**config.mk**
```make
export PLATFORM = sky130hd
export DESIGN_NAME = instr_sequencer_flat
export DESIGN_NICKNAME = d
export VERILOG_FILES = /design/src/rtl/dp_pkg.sv /design/src/rtl/instr_sequencer_if.sv /design/src/rtl/instr_decoder.sv /design/src/rtl/instr_sequencer.sv /design/src/flat_wrapper.sv
export SDC_FILE = /design/constraint.sdc
export NUM_CORES = 1
export LEC_CHECK = 0
export CAP_MARGIN = 15
export CORE_ASPECT_RATIO = 1.75
export CORE_MARGIN = 5
export CORE_UTILIZATION = 45
export DETAILED_ROUTE_END_ITERATION = 10
export PLACE_DENSITY = 0.85
export SYNTH_ARGS = -nofsm -noshare
export SYNTH_HDL_FRONTEND = slang
export SYNTH_SLANG_ARGS = --single-unit
```
**constraint.sdc**
```tcl
create_clock -name clk -period 4.6 [get_ports clk]
set_input_delay 0.69 -clock clk [delete_from_list [all_inputs] [get_ports clk]]
set_output_delay 0.69 -clock clk [all_outputs]
set_load 0.02 [all_outputs]
```
**src/rtl/dp_pkg.sv**
```systemverilog
// ============================================================================
// dp_pkg : opcodes, instruction field layout and FSM encoding for the
//          instruction sequencer.   Rev 1.0
// ============================================================================
`default_nettype none

package dp_pkg;

    localparam logic [3:0] OP_NOP  = 4'h0;
    localparam logic [3:0] OP_LOAD = 4'h1;
    localparam logic [3:0] OP_MOV  = 4'h2;
    localparam logic [3:0] OP_ADD  = 4'h3;
    localparam logic [3:0] OP_XOR  = 4'h4;
    localparam logic [3:0] OP_HALT = 4'hF;

    localparam int OPC_LSB = 28;
    localparam int OPC_W   = 4;
    localparam int DST_LSB = 25;
    localparam int SRC_LSB = 22;
    localparam int REG_W   = 3;
    localparam int IMM_LSB = 0;
    localparam int IMM_W   = 16;

    typedef enum logic [2:0] {
        S_IDLE   = 3'd0,
        S_FETCH  = 3'd1,
        S_ISSUE  = 3'd2,
        S_WAIT   = 3'd3,
        S_HALTED = 3'd4,
        S_ERROR  = 3'd5
    } state_t;

endpackage

`default_nettype wire

```
**src/rtl/instr_sequencer_if.sv**
```systemverilog
// ============================================================================
// instr_sequencer_if : control, instruction-memory and datapath signals of the
//                      sequencer.   Rev 1.0
// ============================================================================
`default_nettype none

interface instr_sequencer_if #(
    parameter int ADDR_W = 8
);
    logic              start;
    logic              imem_req;
    logic [ADDR_W-1:0] imem_addr;
    logic              imem_ack;
    logic [31:0]       imem_rdata;
    logic [3:0]        opcode;
    logic [2:0]        src_reg;
    logic [2:0]        dest_reg;
    logic [15:0]       immediate;
    logic [15:0]       result;
    logic              issue_valid;
    logic [15:0]       last_result;
    logic [ADDR_W-1:0] pc;
    logic              busy;
    logic              done;
    logic              error;

    modport master (
        input  start, imem_ack, imem_rdata, result,
        output imem_req, imem_addr, opcode, src_reg, dest_reg, immediate,
               issue_valid, last_result, pc, busy, done, error
    );

    modport slave (
        output start, imem_ack, imem_rdata, result,
        input  imem_req, imem_addr, opcode, src_reg, dest_reg, immediate,
               issue_valid, last_result, pc, busy, done, error
    );
endinterface

`default_nettype wire

```
**src/rtl/instr_decoder.sv**
```systemverilog
// ============================================================================
// instr_decoder : splits an instruction word into fields and classifies the
//                 opcode as issuable, halt or illegal.   Rev 1.0
// ============================================================================
`default_nettype none

module instr_decoder
    import dp_pkg::*;
(
    input  wire logic [31:0] instr_i,
    output logic [3:0]       opcode_o,
    output logic [2:0]       dest_o,
    output logic [2:0]       src_o,
    output logic [15:0]      imm_o,
    output logic             issuable_o,
    output logic             halt_o
);
    // Bits [21:16] are reserved and deliberately ignored.
    logic unused_rsvd;
    assign unused_rsvd = ^instr_i[21:16];

    assign opcode_o = instr_i[OPC_LSB +: OPC_W];
    assign dest_o   = instr_i[DST_LSB +: REG_W];
    assign src_o    = instr_i[SRC_LSB +: REG_W];
    assign imm_o    = instr_i[IMM_LSB +: IMM_W];

    always_comb begin
        issuable_o = 1'b0;
        halt_o     = 1'b0;
        case (opcode_o)
            OP_NOP, OP_LOAD, OP_MOV, OP_ADD, OP_XOR: issuable_o = 1'b1;
            OP_HALT:                                 halt_o     = 1'b1;
            default: ;
        endcase
    end
endmodule

`default_nettype wire

```
**src/rtl/instr_sequencer.sv**
```systemverilog
// ============================================================================
// instr_sequencer : fetches instructions from imem, issues them one at a time
//                   to the datapath and captures each result.   Rev 1.0
// ============================================================================
`default_nettype none

module instr_sequencer
    import dp_pkg::*;
#(
    parameter int ADDR_W      = 8,
    parameter int ACK_TIMEOUT = 15
)(
    input  wire logic          clk,
    input  wire logic          reset,
    instr_sequencer_if.master  bus
);
    localparam int CNT_W = ($clog2(ACK_TIMEOUT + 1) > 0) ? $clog2(ACK_TIMEOUT + 1) : 1;
    localparam logic [CNT_W-1:0] TIMEOUT_CNT = CNT_W'(ACK_TIMEOUT);

    state_t             state_q;
    logic [ADDR_W-1:0]  pc_q;
    logic [CNT_W-1:0]   wait_cnt_q;
    logic               req_q, issue_q, busy_q, done_q, error_q;
    logic [3:0]         opcode_q;
    logic [2:0]         src_q, dest_q;
    logic [15:0]        imm_q, last_q;

    logic [3:0]         dec_opcode;
    logic [2:0]         dec_dest, dec_src;
    logic [15:0]        dec_imm;
    logic               dec_issuable, dec_halt;
    logic [ADDR_W-1:0]  pc_inc_d;

    instr_decoder u_dec (
        .instr_i    (bus.imem_rdata),
        .opcode_o   (dec_opcode),
        .dest_o     (dec_dest),
        .src_o      (dec_src),
        .imm_o      (dec_imm),
        .issuable_o (dec_issuable),
        .halt_o     (dec_halt)
    );

    assign pc_inc_d = pc_q + 1'b1;

    always_ff @(posedge clk) begin
        if (reset) begin
            state_q    <= S_IDLE;
            pc_q       <= '0;
            wait_cnt_q <= '0;
            req_q      <= 1'b0;
            issue_q    <= 1'b0;
            busy_q     <= 1'b0;
            done_q     <= 1'b0;
            error_q    <= 1'b0;
            opcode_q   <= '0;
            src_q      <= '0;
            dest_q     <= '0;
            imm_q      <= '0;
            last_q     <= '0;
        end else begin
            case (state_q)
                S_IDLE, S_HALTED, S_ERROR: begin
                    if (bus.start) begin
                        state_q    <= S_FETCH;
                        pc_q       <= '0;
                        wait_cnt_q <= '0;
                        req_q      <= 1'b1;
                        busy_q     <= 1'b1;
                        done_q     <= 1'b0;
                        error_q    <= 1'b0;
                    end
                end
                S_FETCH: begin
                    if (bus.imem_ack) begin
                        req_q      <= 1'b0;
                        wait_cnt_q <= '0;
                        if (dec_issuable) begin
                            state_q  <= S_ISSUE;
                            issue_q  <= 1'b1;
                            opcode_q <= dec_opcode;
                            src_q    <= dec_src;
                            dest_q   <= dec_dest;
                            imm_q    <= dec_imm;
                        end else if (dec_halt) begin
                            state_q <= S_HALTED;
                            busy_q  <= 1'b0;
                            done_q  <= 1'b1;
                        end else begin
                            state_q <= S_ERROR;
                            busy_q  <= 1'b0;
                            error_q <= 1'b1;
                        end
                    end else if (wait_cnt_q == TIMEOUT_CNT) begin
                        // Counter reaching ACK_TIMEOUT means ACK_TIMEOUT+1 idle cycles.
                        state_q    <= S_ERROR;
                        req_q      <= 1'b0;
                        busy_q     <= 1'b0;
                        error_q    <= 1'b1;
                        wait_cnt_q <= '0;
                    end else begin
                        wait_cnt_q <= wait_cnt_q + 1'b1;
                    end
                end
                S_ISSUE: begin
                    state_q  <= S_WAIT;
                    issue_q  <= 1'b0;
                    opcode_q <= '0;
                    src_q    <= '0;
                    dest_q   <= '0;
                    imm_q    <= '0;
                end
                S_WAIT: begin
                    last_q <= bus.result;
                    if (pc_q == {ADDR_W{1'b1}}) begin
                        state_q <= S_ERROR;
                        busy_q  <= 1'b0;
                        error_q <= 1'b1;
                    end else begin
                        state_q <= S_FETCH;
                        pc_q    <= pc_inc_d;
                        req_q   <= 1'b1;
                    end
                end
                default: state_q <= S_IDLE;
            endcase
        end
    end

    assign bus.imem_req    = req_q;
    assign bus.imem_addr   = pc_q;
    assign bus.pc          = pc_q;
    assign bus.opcode      = opcode_q;
    assign bus.src_reg     = src_q;
    assign bus.dest_reg    = dest_q;
    assign bus.immediate   = imm_q;
    assign bus.issue_valid = issue_q;
    assign bus.last_result = last_q;
    assign bus.busy        = busy_q;
    assign bus.done        = done_q;
    assign bus.error       = error_q;
endmodule

`default_nettype wire
```
**src/flat_wrapper.sv**
```systemverilog
// flat-port wrapper written by rule: the top's interface ports become plain ports
module instr_sequencer_flat import dp_pkg::*;
#(
    parameter int ADDR_W      = 8,
    parameter int ACK_TIMEOUT = 15
)
  (clk, reset, bus_start, bus_imem_ack, bus_imem_rdata, bus_result, bus_imem_req, bus_imem_addr, bus_opcode, bus_src_reg, bus_dest_reg, bus_immediate, bus_issue_valid, bus_last_result, bus_pc, bus_busy, bus_done, bus_error);
  instr_sequencer_if #(.ADDR_W(ADDR_W)) bus_i ();
  input  wire logic clk;
  input  wire logic reset;
  input wire logic [$bits(bus_i.start)-1:0] bus_start;
  input wire logic [$bits(bus_i.imem_ack)-1:0] bus_imem_ack;
  input wire logic [$bits(bus_i.imem_rdata)-1:0] bus_imem_rdata;
  input wire logic [$bits(bus_i.result)-1:0] bus_result;
  output wire logic [$bits(bus_i.imem_req)-1:0] bus_imem_req;
  output wire logic [$bits(bus_i.imem_addr)-1:0] bus_imem_addr;
  output wire logic [$bits(bus_i.opcode)-1:0] bus_opcode;
  output wire logic [$bits(bus_i.src_reg)-1:0] bus_src_reg;
  output wire logic [$bits(bus_i.dest_reg)-1:0] bus_dest_reg;
  output wire logic [$bits(bus_i.immediate)-1:0] bus_immediate;
  output wire logic [$bits(bus_i.issue_valid)-1:0] bus_issue_valid;
  output wire logic [$bits(bus_i.last_result)-1:0] bus_last_result;
  output wire logic [$bits(bus_i.pc)-1:0] bus_pc;
  output wire logic [$bits(bus_i.busy)-1:0] bus_busy;
  output wire logic [$bits(bus_i.done)-1:0] bus_done;
  output wire logic [$bits(bus_i.error)-1:0] bus_error;
  assign bus_i.start = bus_start;
  assign bus_i.imem_ack = bus_imem_ack;
  assign bus_i.imem_rdata = bus_imem_rdata;
  assign bus_i.result = bus_result;
  assign bus_imem_req = bus_i.imem_req;
  assign bus_imem_addr = bus_i.imem_addr;
  assign bus_opcode = bus_i.opcode;
  assign bus_src_reg = bus_i.src_reg;
  assign bus_dest_reg = bus_i.dest_reg;
  assign bus_immediate = bus_i.immediate;
  assign bus_issue_valid = bus_i.issue_valid;
  assign bus_last_result = bus_i.last_result;
  assign bus_pc = bus_i.pc;
  assign bus_busy = bus_i.busy;
  assign bus_done = bus_i.done;
  assign bus_error = bus_i.error;
  instr_sequencer #(.ADDR_W(ADDR_W), .ACK_TIMEOUT(ACK_TIMEOUT)) u_core (.clk(clk), .reset(reset), .bus(bus_i));
endmodule
```
Word-level counts from Yosys, hierarchy flattened
Cells that the tools add are included.
- register bits after elaboration: 62
- word-level logic and storage cells: 104
- add/sub/neg operators: 2
- equality and inequality tests: 22
- multiplexer cells: 51
- reduce and logical (&&, ||, !) cells: 16
- operators with widths (cell ; number):
    2-to-1 mux 16 bit ; 2
    one-hot mux 16 bit (2 select lines) ; 1
    2-to-1 mux 3 bit ; 9
    2-to-1 mux 1 bit ; 21
    2-to-1 mux 4 bit ; 5
    2-to-1 mux 8 bit ; 2
    one-hot mux 4 bit (2 select lines) ; 2
    one-hot mux 8 bit (2 select lines) ; 1
    one-hot mux 3 bit (2 select lines) ; 2
    one-hot mux 3 bit (4 select lines) ; 1
    AND reduction 5 bit ; 2
    one-hot mux 1 bit (3 select lines) ; 3
    adder 8 x 1 -> 8 bit, second input constant ; 1
    == test 4 x 2 -> 1 bit, second input constant ; 2
    == test 4 bit, second input constant ; 2
    == test 8 bit, second input constant ; 1
    != test 2 bit, second input constant ; 4
    == test 3 x 2 -> 1 bit, second input constant ; 2
    == test 3 bit, second input constant ; 2
    != test 2 x 1 -> 1 bit, second input constant ; 3
    != test 3 bit, second input constant ; 2
    AND reduction 3 bit ; 2
    AND reduction 6 bit ; 1
    nonzero test 2 bit ; 3
    other kinds (13) ; 15

Logic depth before layout (Yosys ltp)
- depth after elaboration: 6
- mapped depth: 6
- gate-level depth less buffers: 5

Modules after synthesis
Synthesis repeated with hierarchy kept, for this count alone.
- cells, all modules: 341
- area total of the unflattened synthesis: 2834.0 sq um
- modules (own cells, without submodules) (module ; times used ; cells an instance ; area each (sq um) ; seq. area each (sq um)):
    instr_sequencer ; 1 ; 312 ; 2617.5 ; 1241.2
    instr_decoder ; 1 ; 29 ; 216.5 ; 0.0

Worst setup path after synthesis
No wires, ideal clock.
- path type: input -> register
- start: input port bus_imem_ack
- end: register u_core.req_q, in the netlist u_core.bus.imem_req
- setup time: 0.119 ns
- arrival time: 1.704 ns
- slack: 2.777 ns
- stages on the path: 4
- path through: or4b_1 > o32ai_2 > a21oi_1 > o221a_1
- longest elaborated chain between the ends: 2
- ends and longest elaborated chain (item ; RTL line ; source):
    start: declaration ; flat_wrapper.sv:12 ; input wire logic [$bits(bus_i.imem_ack)-1:0] bus_imem_ack;
    != test 3 x 2 -> 1 bit (no line) / 2-to-1 mux 1 bit (equally long branches) ; -- ;
    AND reduction 4 bit (no line) / one-hot mux 1 bit (3 select lines) (equally long branches) ; -- ;
    end signal: assignment ; instr_sequencer.sv:51 ; req_q <= 1'b0;
    end signal: assignment ; instr_sequencer.sv:68 ; req_q <= 1'b1;
    end signal: assignment ; instr_sequencer.sv:76 ; req_q <= 1'b0;
    end: declaration ; instr_sequencer.sv:23 ; logic req_q, issue_q, busy_q, done_q, error_q;
Several ways; a longest one is shown, not always the timed one.
A chain may end at the register's enable or synchronous reset.

Worst setup path in the final report
- start: input port bus_imem_rdata[29]
- end: register u_core.imm_q[2], in the netlist u_core.bus.immediate[2]
- longest elaborated chain between the ends: 5
- ends and longest elaborated chain (item ; RTL line ; source):
    start: declaration ; flat_wrapper.sv:13 ; input wire logic [$bits(bus_i.imem_rdata)-1:0] bus_imem_rdata;
    == test 4 x 1 -> 1 bit (tied with other cells) ; instr_decoder.sv:30 ; case (opcode_o)
    OR reduction 5 bit (*) ; instr_decoder.sv:30 ;
    2-to-1 mux 1 bit (*) ; instr_decoder.sv:30 ;
    != test 2 x 1 -> 1 bit (no line) (*) ; -- ;
    AND reduction 3 bit (no line) (*) ; -- ;
    end signal: assignment ; instr_sequencer.sv:84 ; imm_q <= dec_imm;
    end: declaration ; instr_sequencer.sv:26 ; logic [15:0] imm_q, last_q;
Mark *: on every way between the ends. The rest lies on a longest branch, timed or not.

==> results.yml <==
setup_path:
  cpLargestDelayFamily: "simple AND/OR/NAND/NOR gates"
  path_max_fanout: 26
  arrival_ns: 2.79
  crit_required_ns: 4.85
  critPathKind: "input port to register"
  crit_path_start_kind: "input port"
  cp-end-kind: "register"
  crit_buf_inv: 1
  critical_path.max_stage_delay_ns: 0.84
  slowest_stage: "and3b_1"
  cp_cell_sequence: "clkdlybuf4s50_1 > o21ai_0 > and3b_1 > nand2_1 > a21oi_1"
clocking:
  postCtsResizedCells: 0
  clk_path_buf_depth: 2
  postCtsSetupRepairBufs: 0
  clk_pin_slew_ns: 0.06
  clk_latency_ns: 0.33
  cts_root_buf: "clkbuf_8"
  cts_inserted_buffers: 9
  cts_tree: "built"
  ctsHoldBuffers: 0
  cts_sinks: 62
  h-tree-depth: 3
min_path:
  hold_class: "register to register"
drt:
  via_per_inst: 5.330
  ant_nets: 0
  drtIter0Drc: 160
  num_vias: 2585
  drcViolationCount: 0
  dr.pass1.iters: 4
  wl_um: 7215
  routedWlPerCell_um: 14.88
die:
  fp.dieArea_mm2: 0.007486
  rows: 36
  io_pins: 115
  fp.coreArea_mm2: 0.005630
  initial_core_util: 0.4638
  chipWidth_um: 67.59
  die_h_um: 110.8
timing:
  max_freq_mhz: 394.2
  min_period_ns: 2.537
  hold_viol: 0
  tightest_slew_ns: 0.9948
  drv_slew: 0
  finalSetupTns_ns: 0
  slew_headroom: 0.3368
  setup_viol: 0
  rsz0062_at_grt: "false"
  min_period_over_period: 0.5515
  setup_slack_ns: 2.063
  clock_skew_ns: 0.008232
global_routing:
  antenna_found_initial: 0
  grt_max_degree: 55
  gr-usage-met1: 0.1975
  grt_most_used_layer: "met2"
  use_met3: 0.06187
  grt_pass1_wl_um: 11670
  grt_pass1_vias: 2596
  overflow: 0
  grt_use_total: 0.1992
  use_met2: 0.3617
synthesis:
  ys.warnings.count: 0
  synth-seq-cells: 62
  synth-main-ff-cell: "dfxtp_1"
  syn_area_mm2: 0.002611
  avgSynthCellArea_um2: 8.343
  ys_async_sr_fraction: 0
  postSynthNetCount: 367
  synth_top_area_share: 0.4753
  synth_area_leaders: "dfxtp_1 (48%), a21oi_1 (10%), nand2_1 (9.6%)"
  synth_top_area_cell: "dfxtp_1"
  syn_inst: 313
  ys_seq_area_frac: 0.4753
  ys_types: 48
  synth-edff-count: 0
run_status:
  status: "completed"
final_layout:
  layout-drive-gt1-share: 0.04156
  diodes: 0
  final_cell_mix: "clkdlybuf4s50_1 (107), nand2_1 (67), dfxtp_1 (62)"
  syn2layout_area_growth_pct: 44.08
  layout_commonest_cell: "clkdlybuf4s50_1"
  finish.net_count: 460
placed_design:
  pre_cts_slack_ns: 1.687
  port_buffers: 108
  place_congestion: 0.8392
  hpwl_um: 5294
flow_run:
  max_cap_violations: 0
power_and_ir_drop:
  p_per_area_mw_per_mm2: 292.6
  ir_worst_vdd_v: 0.0001992
  leakagePower_nw: 1.289
## kinds of logic (layout without fill, tap and decap cells)
group	after synthesis	count (layout)	share of synthesized area
buf+inv	31	127	0.07427
compound gates	84	84	0.1936
mux	2	2	0.007667
simple gates	132	132	0.2396
flops	62	62	0.4753
fa+ha+maj	2	2	0.009582
## through the flow
step / instances / hold slack [ns] / util / cell area (µm²) / power, W
after floorplan: 313 / 0.4790 / - / 2611 / 0.0006479
after global placement: 471 / 0.4417 / 0.6407 / 3607 / 0.0007179
after detailed placement: 471 / 0.4459 / 0.6407 / 3607 / 0.0007211
after CTS: 485 / 0.4542 / 0.6682 / 3762 / 0.001113
after global routing: 485 / 0.4772 / 0.6682 / 3762 / 0.001149
final: 485 / 0.4517 / 0.6682 / 3762 / 0.001101
## cell type report
| cell class | count | area, µm² |
|---|---|---|
| fill | 479 | 1868 |
| sequential | 62 | 1241 |
| multi-input combinational | 220 | 1176 |
| timing repair buffer | 108 | 1076 |
| clock buffer | 12 | 145.1 |
| tap | 76 | 95.09 |
| inverter | 5 | 18.77 |
| clock inverter | 2 | 10.01 |
## per-layer routing
| metal | vias to the layer above | wire [µm] | part of all wire |
|---|---|---|---|
| met5 | - | 0 | 0 |
| met4 | 0 | 186 | 0.026 |
| met3 | 17 | 468 | 0.065 |
| met2 | 79 | 4001 | 0.55 |
| met1 | 1220 | 2558 | 0.35 |
| li1 | 1269 | - | - |
## path summary, 6_finish.rpt
path | start | endpoint | slack, ns | depth (start not counted)
setup reg to reg | u_core.state_q[1]$_SDFFE_PP0P_ | u_core.bus.imem_addr[4]$_SDFFE_PP0P_ | 2.16 | 4
hold reg to reg | u_core.bus.last_result[1]$_SDFFE_PP0P_ | u_core.bus.last_result[1]$_SDFFE_PP0P_ | 0.45 | 2
setup / recovery | bus_imem_rdata[29] | u_core.bus.immediate[2]$_SDFFE_PP0P_ | 2.06 | 5
hold / removal | u_core.bus.last_result[1]$_SDFFE_PP0P_ | u_core.bus.last_result[1]$_SDFFE_PP0P_ | 0.45 | 2
## where the power goes
part	total [W]	switching, W	internal, W
clock	0.000391	0.000189	0.000203
sequential	0.000562	0.0000106	0.000551
combinational	0.000147	0.0000726	0.0000747
## Yosys cell counts, types with 2 or more instances
library cell,count
inv_1,5
buf_1,2
or4_1,2
and3_1,4
a211oi_1,4
buf_12,2
a21o_1,2
buf_4,9
mux2i_1,2
o21ai_0,6
and3b_1,2
nand2b_1,2
o21a_1,2
nor2_1,11
nor2b_1,2
nand2_1,67
clkbuf_1,9
o21bai_1,2
ha_1,2
a22oi_1,2
dfxtp_1,62
a21oi_1,52
nand3_1,31
buf_2,3
o31ai_1,3
## worst reg2reg max path, cell delays in order, from the launching register on
cell and delay, ns:
dfxtp_1 0.59, and3b_1 0.69, o21ai_1 0.46, or4_1 0.50
a21oi_1 0.14
No activity file was read; power rests on OpenSTA's default activity.
